===== config.mk =====
export PLATFORM = sky130hd
export DESIGN_NAME = alu_ctrl_stage
export DESIGN_NICKNAME = d
export VERILOG_FILES = /design/src/rtl/alu_pkg.sv /design/src/rtl/alu_ctrl_decode.sv /design/src/rtl/alu_ctrl_stage.sv
export SDC_FILE = /design/constraint.sdc
export NUM_CORES = 1
export LEC_CHECK = 0
export CAP_MARGIN = 25
export CELL_PAD_IN_SITES_DETAIL_PLACEMENT = 0
export CELL_PAD_IN_SITES_GLOBAL_PLACEMENT = 1
export CORE_MARGIN = 2
export CORE_UTILIZATION = 29
export DETAILED_ROUTE_END_ITERATION = 10
export PLACE_DENSITY = 0.88
export SETUP_SLACK_MARGIN = 0.02
export SLEW_MARGIN = 10
export SYNTH_ARGS = -nofsm -noshare
export SYNTH_HDL_FRONTEND = slang
export SYNTH_SLANG_ARGS = --single-unit

===== constraint.sdc =====
create_clock -name clk -period 3.3 [get_ports clk]
set_clock_uncertainty 0.15 [all_clocks]
set_input_delay 0.66 -clock clk [delete_from_list [all_inputs] [get_ports clk]]
set_output_delay 0.66 -clock clk [all_outputs]
set_load 0.005 [all_outputs]

===== src/rtl/alu_pkg.sv =====
// ALU control package: the ALUctrl encoding, RV32I opcode constants and
// the bundle of decoded control fields that travels from ID into EX.
package alu_pkg;

    localparam int CTRL_WIDTH   = 3;
    localparam int OPCODE_WIDTH = 7;

    // ALUctrl encoding seen by the ALU. 3'b011 is reserved and never driven.
    localparam logic [CTRL_WIDTH-1:0] ALU_ADD = 3'b000;
    localparam logic [CTRL_WIDTH-1:0] ALU_SUB = 3'b001;
    localparam logic [CTRL_WIDTH-1:0] ALU_SLL = 3'b010;
    localparam logic [CTRL_WIDTH-1:0] ALU_XOR = 3'b100;
    localparam logic [CTRL_WIDTH-1:0] ALU_SRL = 3'b101;
    localparam logic [CTRL_WIDTH-1:0] ALU_OR  = 3'b110;
    localparam logic [CTRL_WIDTH-1:0] ALU_AND = 3'b111;

    // RV32I major opcodes (instr[6:0]).
    localparam logic [OPCODE_WIDTH-1:0] OP_R      = 7'b0110011;
    localparam logic [OPCODE_WIDTH-1:0] OP_I      = 7'b0010011;
    localparam logic [OPCODE_WIDTH-1:0] OP_LOAD   = 7'b0000011;
    localparam logic [OPCODE_WIDTH-1:0] OP_STORE  = 7'b0100011;
    localparam logic [OPCODE_WIDTH-1:0] OP_BRANCH = 7'b1100011;
    localparam logic [OPCODE_WIDTH-1:0] OP_LUI    = 7'b0110111;
    localparam logic [OPCODE_WIDTH-1:0] OP_AUIPC  = 7'b0010111;
    localparam logic [OPCODE_WIDTH-1:0] OP_JAL    = 7'b1101111;
    localparam logic [OPCODE_WIDTH-1:0] OP_JALR   = 7'b1100111;

    typedef enum logic [1:0] {
        OP1_RS1  = 2'b00,
        OP1_PC   = 2'b01,
        OP1_ZERO = 2'b10
    } op1_sel_t;

    typedef struct packed {
        logic [CTRL_WIDTH-1:0] alu_ctrl;
        logic                  alu_src;    // 0 = rs2, 1 = immediate
        op1_sel_t              op1_sel;
        logic                  branch;
        logic                  branch_ne;  // 1 = BNE, 0 = BEQ
        logic                  illegal;
    } alu_ctrl_t;

    // All-zero control word: what a bubble carries into EX.
    localparam alu_ctrl_t CTRL_BUBBLE = '{
        alu_ctrl:  ALU_ADD,
        alu_src:   1'b0,
        op1_sel:   OP1_RS1,
        branch:    1'b0,
        branch_ne: 1'b0,
        illegal:   1'b0
    };

endpackage : alu_pkg


===== src/rtl/alu_ctrl_decode.sv =====
// Combinational ID-stage decoder: opcode / funct3 / funct7[5] -> alu_ctrl_t.
// Instructions the 3-bit ALU cannot execute (SLT, SLTU, SRA/SRAI, unknown
// opcodes, bad branch funct3) come out as an all-zero word with illegal = 1.
//   opcode   in  instr[6:0]
//   funct3   in  instr[14:12]
//   funct7_5 in  instr[30]
//   ctrl     out decoded control word
module alu_ctrl_decode
    import alu_pkg::*;
(
    input  logic [OPCODE_WIDTH-1:0] opcode,
    input  logic [2:0]              funct3,
    input  logic                    funct7_5,
    output alu_ctrl_t               ctrl
);

    alu_ctrl_t raw;
    logic      bad;

    always_comb begin
        // NOTE: every field gets a default before the case so no path through
        // the decode leaves a signal unassigned and infers a latch.
        raw = CTRL_BUBBLE;
        bad = 1'b0;

        unique case (opcode)
            OP_R, OP_I: begin
                raw.alu_src = (opcode == OP_I);
                unique case (funct3)
                    // Immediate form has no SUB: ADDI ignores instr[30].
                    3'b000: raw.alu_ctrl = (opcode == OP_R && funct7_5) ? ALU_SUB : ALU_ADD;
                    3'b001: begin
                        raw.alu_ctrl = ALU_SLL;
                        bad          = (opcode == OP_I) && funct7_5;
                    end
                    3'b100: raw.alu_ctrl = ALU_XOR;
                    3'b101: begin
                        // instr[30] selects SRA/SRAI, which this ALU lacks.
                        raw.alu_ctrl = ALU_SRL;
                        bad          = funct7_5;
                    end
                    3'b110: raw.alu_ctrl = ALU_OR;
                    3'b111: raw.alu_ctrl = ALU_AND;
                    default: bad = 1'b1;   // SLT / SLTU
                endcase
            end
            OP_LOAD, OP_STORE, OP_JALR: begin
                raw.alu_src = 1'b1;
            end
            OP_BRANCH: begin
                raw.alu_ctrl  = ALU_SUB;
                raw.branch    = 1'b1;
                raw.branch_ne = (funct3 == 3'b001);
                bad           = (funct3 != 3'b000) && (funct3 != 3'b001);
            end
            OP_LUI: begin
                raw.alu_src = 1'b1;
                raw.op1_sel = OP1_ZERO;
            end
            OP_AUIPC, OP_JAL: begin
                raw.alu_src = 1'b1;
                raw.op1_sel = OP1_PC;
            end
            default: bad = 1'b1;
        endcase
    end

    // Illegal words carry no partial decode into EX.
    always_comb begin
        ctrl = raw;
        if (bad) begin
            ctrl         = CTRL_BUBBLE;
            ctrl.illegal = 1'b1;
        end
    end

endmodule : alu_ctrl_decode


===== src/rtl/alu_ctrl_stage.sv =====
// ID/EX ALU control stage. Decodes the ID instruction and registers the
// control word into EX with valid, stall and flush handling.
// Per-edge priority: reset > flush > stall > load.
//   clk, rst_n       clock, synchronous active-low reset
//   in_valid         ID holds a valid instruction
//   opcode/funct3/funct7_5  instruction fields
//   stall            hold EX contents (including illegal_seen)
//   flush            capture a bubble instead of the ID instruction
//   out_valid        EX instruction valid
//   ALUctrl, ALUsrc, op1_sel, branch, branch_ne, illegal  EX control fields
//   illegal_seen     sticky: an illegal instruction reached EX since reset
module alu_ctrl_stage
    import alu_pkg::*;
#(
    parameter int CTRL_WIDTH   = alu_pkg::CTRL_WIDTH,
    parameter int OPCODE_WIDTH = alu_pkg::OPCODE_WIDTH
) (
    input  logic                    clk,
    input  logic                    rst_n,
    input  logic                    in_valid,
    input  logic [OPCODE_WIDTH-1:0] opcode,
    input  logic [2:0]              funct3,
    input  logic                    funct7_5,
    input  logic                    stall,
    input  logic                    flush,
    output logic                    out_valid,
    output logic [CTRL_WIDTH-1:0]   ALUctrl,
    output logic                    ALUsrc,
    output logic [1:0]              op1_sel,
    output logic                    branch,
    output logic                    branch_ne,
    output logic                    illegal,
    output logic                    illegal_seen
);

    alu_ctrl_t dec_ctrl;
    alu_ctrl_t ex_ctrl;
    logic      ex_valid;
    logic      seen_q;

    alu_ctrl_decode u_decode (
        .opcode   (opcode),
        .funct3   (funct3),
        .funct7_5 (funct7_5),
        .ctrl     (dec_ctrl)
    );

    // NOTE: sequential state uses non-blocking assignments so every register
    // samples the pre-edge values regardless of statement order.
    always_ff @(posedge clk) begin
        if (!rst_n) begin
            ex_valid <= 1'b0;
            ex_ctrl  <= CTRL_BUBBLE;
            seen_q   <= 1'b0;
        end else if (flush) begin
            // Flush wins over stall; the sticky flag is left alone.
            ex_valid <= 1'b0;
            ex_ctrl  <= CTRL_BUBBLE;
        end else if (!stall) begin
            ex_valid <= in_valid;
            ex_ctrl  <= in_valid ? dec_ctrl : CTRL_BUBBLE;
            if (in_valid && dec_ctrl.illegal) begin
                seen_q <= 1'b1;
            end
        end
    end

    assign out_valid    = ex_valid;
    assign ALUctrl      = ex_ctrl.alu_ctrl;
    assign ALUsrc       = ex_ctrl.alu_src;
    assign op1_sel      = ex_ctrl.op1_sel;
    assign branch       = ex_ctrl.branch;
    assign branch_ne    = ex_ctrl.branch_ne;
    assign illegal      = ex_ctrl.illegal;
    assign illegal_seen = seen_q;

endmodule : alu_ctrl_stage


* Word level (Yosys, flattened, before mapping)
Index checks and enable logic that the tools add are counted.
** Word-level totals
- Bits in registers :: 11
- Logic and storage cells :: 48
** Cells by class
- Equality and inequality tests :: 15
- Muxes and demuxes :: 10
- Bitwise gates (word level) :: 3
- Reductions and logical operators :: 12
** Operator list (number)
- 7-bit by 6-bit equality test with 1-bit output (second input constant) :: 3
- 7-bit equality test (second input constant) :: 3
- 9-bit 2-to-1 mux :: 2
- 3-bit one-hot mux with 6 select lines :: 1
- 7-bit by 5-bit equality test with 1-bit output (second input constant) :: 2
- 3-bit equality test (second input constant) :: 4
- 7-bit by 2-bit equality test with 1-bit output (second input constant) :: 1
- 1-bit one-hot mux with 3 select lines :: 2
- 3-bit one-hot mux with 2 select lines :: 1
- 2-bit OR reduction :: 3
- 6-bit OR reduction :: 1
- 1-bit logical AND :: 4
- 2-bit one-hot mux with 2 select lines :: 1
- 4-bit OR reduction :: 1
- 3-bit by 1-bit equality test with 1-bit output (second input constant) :: 1
- 3-bit zero test :: 1
- 3-bit by 1-bit inequality test with 1-bit output (second input constant) :: 1
- 1-bit inverter :: 3
- 3-bit AND reduction :: 1
- 3-bit nonzero test :: 1
- 2-bit 2-to-1 mux :: 1
- 1-bit one-hot mux with 2 select lines :: 1
- 1-bit 2-to-1 mux :: 1

* Logic depth before layout (Yosys ltp)
- Word-level depth :: 8
- Mapped depth :: 5
- Gate-level depth less buffers :: 5

* Cells and area by module
Synthesis repeated with hierarchy kept, for this count alone.
** Second synthesis, totals
- Cells, all modules :: 94
- Area total of the unflattened synthesis :: 755.7 µm²
** Modules (own cells, without submodules)
- alu_ctrl_stage :: times used 1, cells each 47, area each 442.9 µm²
- alu_ctrl_decode :: times used 1, cells each 47, area each 312.8 µm²

* Worst setup path after synthesis
OpenSTA, ideal clock, no wires.
- Path kind :: input port to flip-flop
- From :: input port opcode[6]
- To :: register ex_ctrl (netlist bit ALUsrc)
- Library setup time :: 117 ps
- Arrival :: 1609 ps
- Required time :: 3033 ps
- Path slack :: 1423 ps
- Stages :: 5
- Path through :: nand2b_1 -> a221o_1 -> a21boi_2 -> nand3_1 -> a32o_1
** Between the ends
- Longest elaborated chain between the ends :: 6
- Elaborated cells between the ends (all ways) :: 17
- Those cells by class :: 9 x eq/ne; 5 x mux; 3 x reduce/logical
** Ends and longest elaborated chain
- start, declared :: RTL line alu_ctrl_stage.sv:21 : input logic [OPCODE_WIDTH-1:0] opcode,
- 7-bit by 5-bit equality test with 1-bit output :: RTL line alu_ctrl_decode.sv:26, alu_ctrl_decode.sv:28, alu_ctrl_decode.sv:34
- 1-bit logical AND :: RTL line alu_ctrl_decode.sv:34 : bad = (opcode == OP_I) && funct7_5;
- 1-bit one-hot mux with 3 select lines :: RTL line alu_ctrl_decode.sv:29 : unique case (funct3)
- 1-bit one-hot mux with 3 select lines :: RTL line alu_ctrl_decode.sv:26 : unique case (opcode)
- 9-bit 2-to-1 mux * :: RTL line alu_ctrl_decode.sv:71 : if (bad) begin
- 9-bit 2-to-1 mux * :: RTL line alu_ctrl_stage.sv:61 : ex_ctrl <= in_valid ? dec_ctrl : CTRL_BUBBLE;
- end signal, assigned :: RTL line alu_ctrl_stage.sv:61
- end, declared :: RTL line alu_ctrl_stage.sv:37 : alu_ctrl_t ex_ctrl;
Mark *: on every way between the ends. The rest lies on a longest branch, timed or not.
A chain may end at the register's enable or synchronous reset.

* Final worst setup path
- From :: input port opcode[5]
- To :: register ex_ctrl (netlist bit illegal)
** Between the ends
- Longest elaborated chain between the ends :: 6
- Elaborated cells between the ends (all ways) :: 16
- Those cells by class :: 9 x eq/ne; 4 x mux; 3 x reduce/logical
** Ends and longest elaborated chain (RTL line)
- 7-bit by 5-bit equality test with 1-bit output :: alu_ctrl_decode.sv:26, alu_ctrl_decode.sv:34
- 1-bit logical AND :: alu_ctrl_decode.sv:34
- 1-bit one-hot mux with 3 select lines :: alu_ctrl_decode.sv:29
- 1-bit one-hot mux with 3 select lines * :: alu_ctrl_decode.sv:26
- 9-bit 2-to-1 mux * :: alu_ctrl_decode.sv:71
- 9-bit 2-to-1 mux * :: alu_ctrl_stage.sv:61
Marks and branches as above.

==> metrics <==
cell taking the most area after synthesis dfxtp_1; Worst setup SP type input port; TNS Setup 0 ns; drt drc 0; Root Buffer Master clkbuf_4; Num CTS Buffers 3; sequential share of the synthesized area 39.6%; final WL around 1.5 mm; RSZ-0062 raised after global routing false; Detailed Routing Iterations Pass 1 4; Synth top area share about two fifths; share of layout cells above drive strength 1 under 10%; Starting Density about a third; Worst-Skew Late Latency around 0.26 ns; # resized after CTS 0; Max Fclk 451 MHz; final instance area 875 µm²; nets@finish approximately 120; Seq cells post-synth 11; worst flop-to-flop path startpoint branch; most common library cells after synthesis nand2_1, dfxtp_1, nand2b_1, nor2_1, o21ai_0; hold slack between 0.2 and 0.3 ns; Top Ports 27; Rel. slew slack around 63%; largest net degree at the start of global routing 9; Area after DPL around 850 µm²; # setup viols final 0; worst path arrival time ~2.2 ns; syn avg cell area a little over 8 µm²; hold buffers post-CTS 0; worst-path fanout max 8; Antenna Nets Post-Route 0; DIE WIDTH about 48 µm; number of synthesis warnings 0; Hold Path Class flop to flop; DR WL/cell roughly 12 µm; Netlist cell types 23; Final Util 49.6%; Max IR drop VDD between 0.1 and 0.15 mV; H-tree depth 1; Placed Cells ~120; worst-case clock buffer depth 2; prevailing post-synth register cell dfxtp_1; cells after synthesis 68; gr usage total 14.9%; pins over their slew limit 0; Core Rows 15; multiplexer share of the synthesized area 0%; Post-CTS Setup Bufs 0; Synth-to-Final Area Change 57.1%; Final WS setup between 1 and 1.5 ns; main combinational cell family by area after synthesis simple AND/OR/NAND/NOR gates; Min-Delay Endpoint op1_sel[1]; EDFF count, synth 0; fin cells between 100 and 150; Syn Std Cell Area approximately 560 µm²; total gr overflow 0; initial antenna violation count 0; # clock sinks 11; Vias a little over 600; RePlAce Congestion approximately 0.77; die footprint 2290 µm²; # diodes 0; Synth Area in Adders 0%; FF-to-FF setup slack around 2.5 ns; reg2reg end branch; vias in the first global route about 550; TritonCTS clock tree built; R2R depth 1; # port buffers 26; initial DRC count 14; WHS Path Cells 2; dpl hpwl between 1 and 1.5 mm; xor and xnor area share after synthesis 0%; async set-reset flop share out of synthesis 0%; die span in y approximately 48 µm; hold_sp op1_sel[1]; Place WS 0.807 ns; leak pwr ~0.32 nW; Max Cap Viol 0; CP Capture Type flop; syn nets 84; first-pass GRT wire length between 2 and 2.5 mm; Worst Path Class, Setup input port to flop; Slew @ Worst Pin between 0.5 and 0.6 ns; core area 1760 µm²; Final period util 67.3%; CP required roughly 3.3 ns; Overall Power between 0.2 and 0.3 mW; minimum clock period approximately 2.2 ns; Via density 5.02; Final Hold Vio Count 0; leading cell type by number of instances after synthesis nand2_1; Compound-Gate Fraction of Synth Area 27.9%; PD cells roughly 310 nW/µm²; simple logic cell fraction of the synthesized area between 30% and 40%; status completed; Synth area leaders dfxtp_1, nand2_1, nand2b_1; Worst-path clk slew 0.07 ns
-- layout make-up --
cell class              instances  area (µm²)
fillers                       185         890
inverters                       2        7.51
flip-flops and latches         11         220
multi-input cells              55         329
clock buffers                   4        26.3
well taps                      25        31.3
repair buffers                 26         260
-- cell families (layout without fill, tap and decap cells) --
group,count (synthesis),in the layout
AOI/OAI and AO/OA,21,21
DFF,11,11
buffers and inverters,2,32
and+or+nand+nor,34,34
-- report_power, final --
part           leakage [nW]  internal [mW]  switching (mW)  total, mW
sequential           0.0889          0.134        0.000711      0.135
combinational         0.219         0.0260          0.0215     0.0475
clock                0.0150         0.0467          0.0419     0.0886
-- metal layers --
layer | routed length (µm) | GRT usage (%)
met1 | 684 | 19.0
met2 | 702 | 22.9
met3 | 94 | 2.26
met4 | 25 | 10.3
met5 | 0 | 0
-- critical path: stages --
cell and delay [ns]:
clkdlybuf4s50_1 0.62, nand2b_1 0.10, a2111oi_0 0.45, a41oi_1 0.10, o21ai_1 0.19, o21ai_0 0.10
-- cells in the final DEF, fill, tap and decap left out, types with 2 or more instances in the layout --
master and n:
a21oi_1 3, a22o_1 3, a32o_1 3, clkbuf_4 3
clkdlybuf4s50_1 26, dfxtp_1 11, inv_1 2, nand2_1 15
nand2b_1 5, nand3b_1 2, nor2_1 5, o21ai_0 5
o31ai_1 2
-- worst max path at each step --
stage,from,to,depth (start not counted)
3_3_place_gp,opcode[6],ALUsrc,6
6_report,opcode[5],illegal,6
5_1_grt,opcode[5],illegal,6
3_5_place_dp,funct3[1],ALUsrc,6
4_1_cts,opcode[5],illegal,6
2_1_floorplan,opcode[6],ALUsrc,5
-- flip-flops by register name (all words and copies together), names as in the netlist --
| register | flops |
|---|---|
| branch | 1 |
| branch_ne | 1 |
| out_valid | 1 |
| illegal_seen | 1 |
| op1_sel | 2 |
| illegal | 1 |
| ALUsrc | 1 |
| ALUctrl | 3 |
Power figures use the tool's default switching activity.
==> variant, RTL diff (config.mk and constraints unchanged) <==
Change the package constant `CTRL_WIDTH` from 3 to 6.
--- a/src/rtl/alu_pkg.sv
+++ b/src/rtl/alu_pkg.sv
@@ -2,7 +2,7 @@
 // the bundle of decoded control fields that travels from ID into EX.
 package alu_pkg;
 
-    localparam int CTRL_WIDTH   = 3;
+    localparam int CTRL_WIDTH   = 6;
     localparam int OPCODE_WIDTH = 7;
 
     // ALUctrl encoding seen by the ALU. 3'b011 is reserved and never driven.
Interface: changed (resized ALUctrl); port bits go from 27 to 30. No check against the original RTL was run, so the function may have changed too.
==> variant against the original RTL <==
Cell area rose by 1.6%; total power rose by 0.57%; area after synthesis rose by 4.7%; clock power rose by 0.5%; critical path depth did not move; worst setup slack got worse by 0.051 ns; final cell count rose by 4.1%; die area rose by 4.3%; routed wire length rose by 1.2%; sequential cell count did not move.
==> variant: results (changes against the original RTL) <==
STATUS='finished clean'
HPWL_DETAILED_UM=1213  # +5.3%
FINISH.CELL_COUNT_WITHOUT_FILLERS=128  # +4.1%
SYNTH.AREA.TOP_CELLS='sky130_fd_sc_hd__dfxtp_1 (38%), sky130_fd_sc_hd__nand2_1 (9.7%), sky130_fd_sc_hd__nand2b_1 (5.4%)'
DRT-WIRELENGTH-PER-CELL_UM=11.91  # -2.8%
DETAIL_ROUTE.VIAS_PER_CELL=4.742  # -5.6%
MET3ROUTEDLENGTH_UM=89  # -5.3%
INTERNAL_POWER_OF_THE_CELLS_mW=0.2070  # about the same
MAX_CLK_RATE_GHz=0.4404  # -2.3%
SYNTH-COMPOUND-AREA-SHARE_PCT=26.61  # -1.3 points
DETAIL_ROUTE.WIRELENGTH.MET1_UM=707  # +3.4%
DETAILEDPLACE.WORSTSLACK_NS=0.7931  # -0.01367 ns
FINALWEIGHTEDCONGESTION=0.8458  # +10%
GRT_PASS1_WL_UM=2456  # +3.5%
CRITICAL_PATH_ARRIVAL_NS=2.27  # +0.06 ns
POWER_LEAKAGE_nW=0.3324  # +3.0%
IR_WORST_VDD_mV=0.1275  # +7.1%
DRIVE_GT1_SHARE_PCT=5.941  # -0.18 points
WL_MET2_UM=727  # +3.6%
DPL-INSTANCE-AREA_UM2=862.1  # +1.6%
GRTUSAGETOTAL_PCT=13.29  # -1.6 points
FILLCELLCOUNT=203  # +9.7%
NET_COUNT_REPORTED_AT_FINISH=118  # +2.6%
SYNTH_CELLS=72  # +5.9%
GRT_PASS1_VIAS=595  # +8.8%
DRT_FIRST_ITER_VIOLATIONS=4  # -10
GRT.MET3_USAGE_PCT=2.454  # +0.19 points
GLOBALROUTEMET2UTIL_PCT=21.00  # -1.9 points
MAXUSEDROUTINGLAYER='met3'
EDFF_COUNT_SYNTH=0  # unchanged
==> variant: layout make-up <==
| class | count | area, um^2 | area share [%] |
|---|---|---|---|
| Inverter | 2 | 7.507 | 0.8451 |
| Sequential cell | 11 | 220.2 | 24.79 |
| Tap cell | 27 | 33.78 | 3.803 |
| Multi-Input combinational cell | 58 | 340.3 | 38.31 |
| Timing Repair Buffer | 26 | 260.3 | 29.30 |
| Clock buffer | 4 | 26.28 | 2.958 |
==> variant: power groups by stage <==
| stage | sequential [mW] | combinational (mW) | clock (mW) |
|---|---|---|---|
| floorplan | 0.138 | 0.0193 | 0 |
| global placement | 0.138 | 0.0476 | 0 |
| detailed placement | 0.138 | 0.0483 | 0 |
| CTS | 0.135 | 0.0485 | 0.0940 |
| global route | 0.135 | 0.0534 | 0.0952 |
| finish | 0.135 | 0.0486 | 0.0890 |
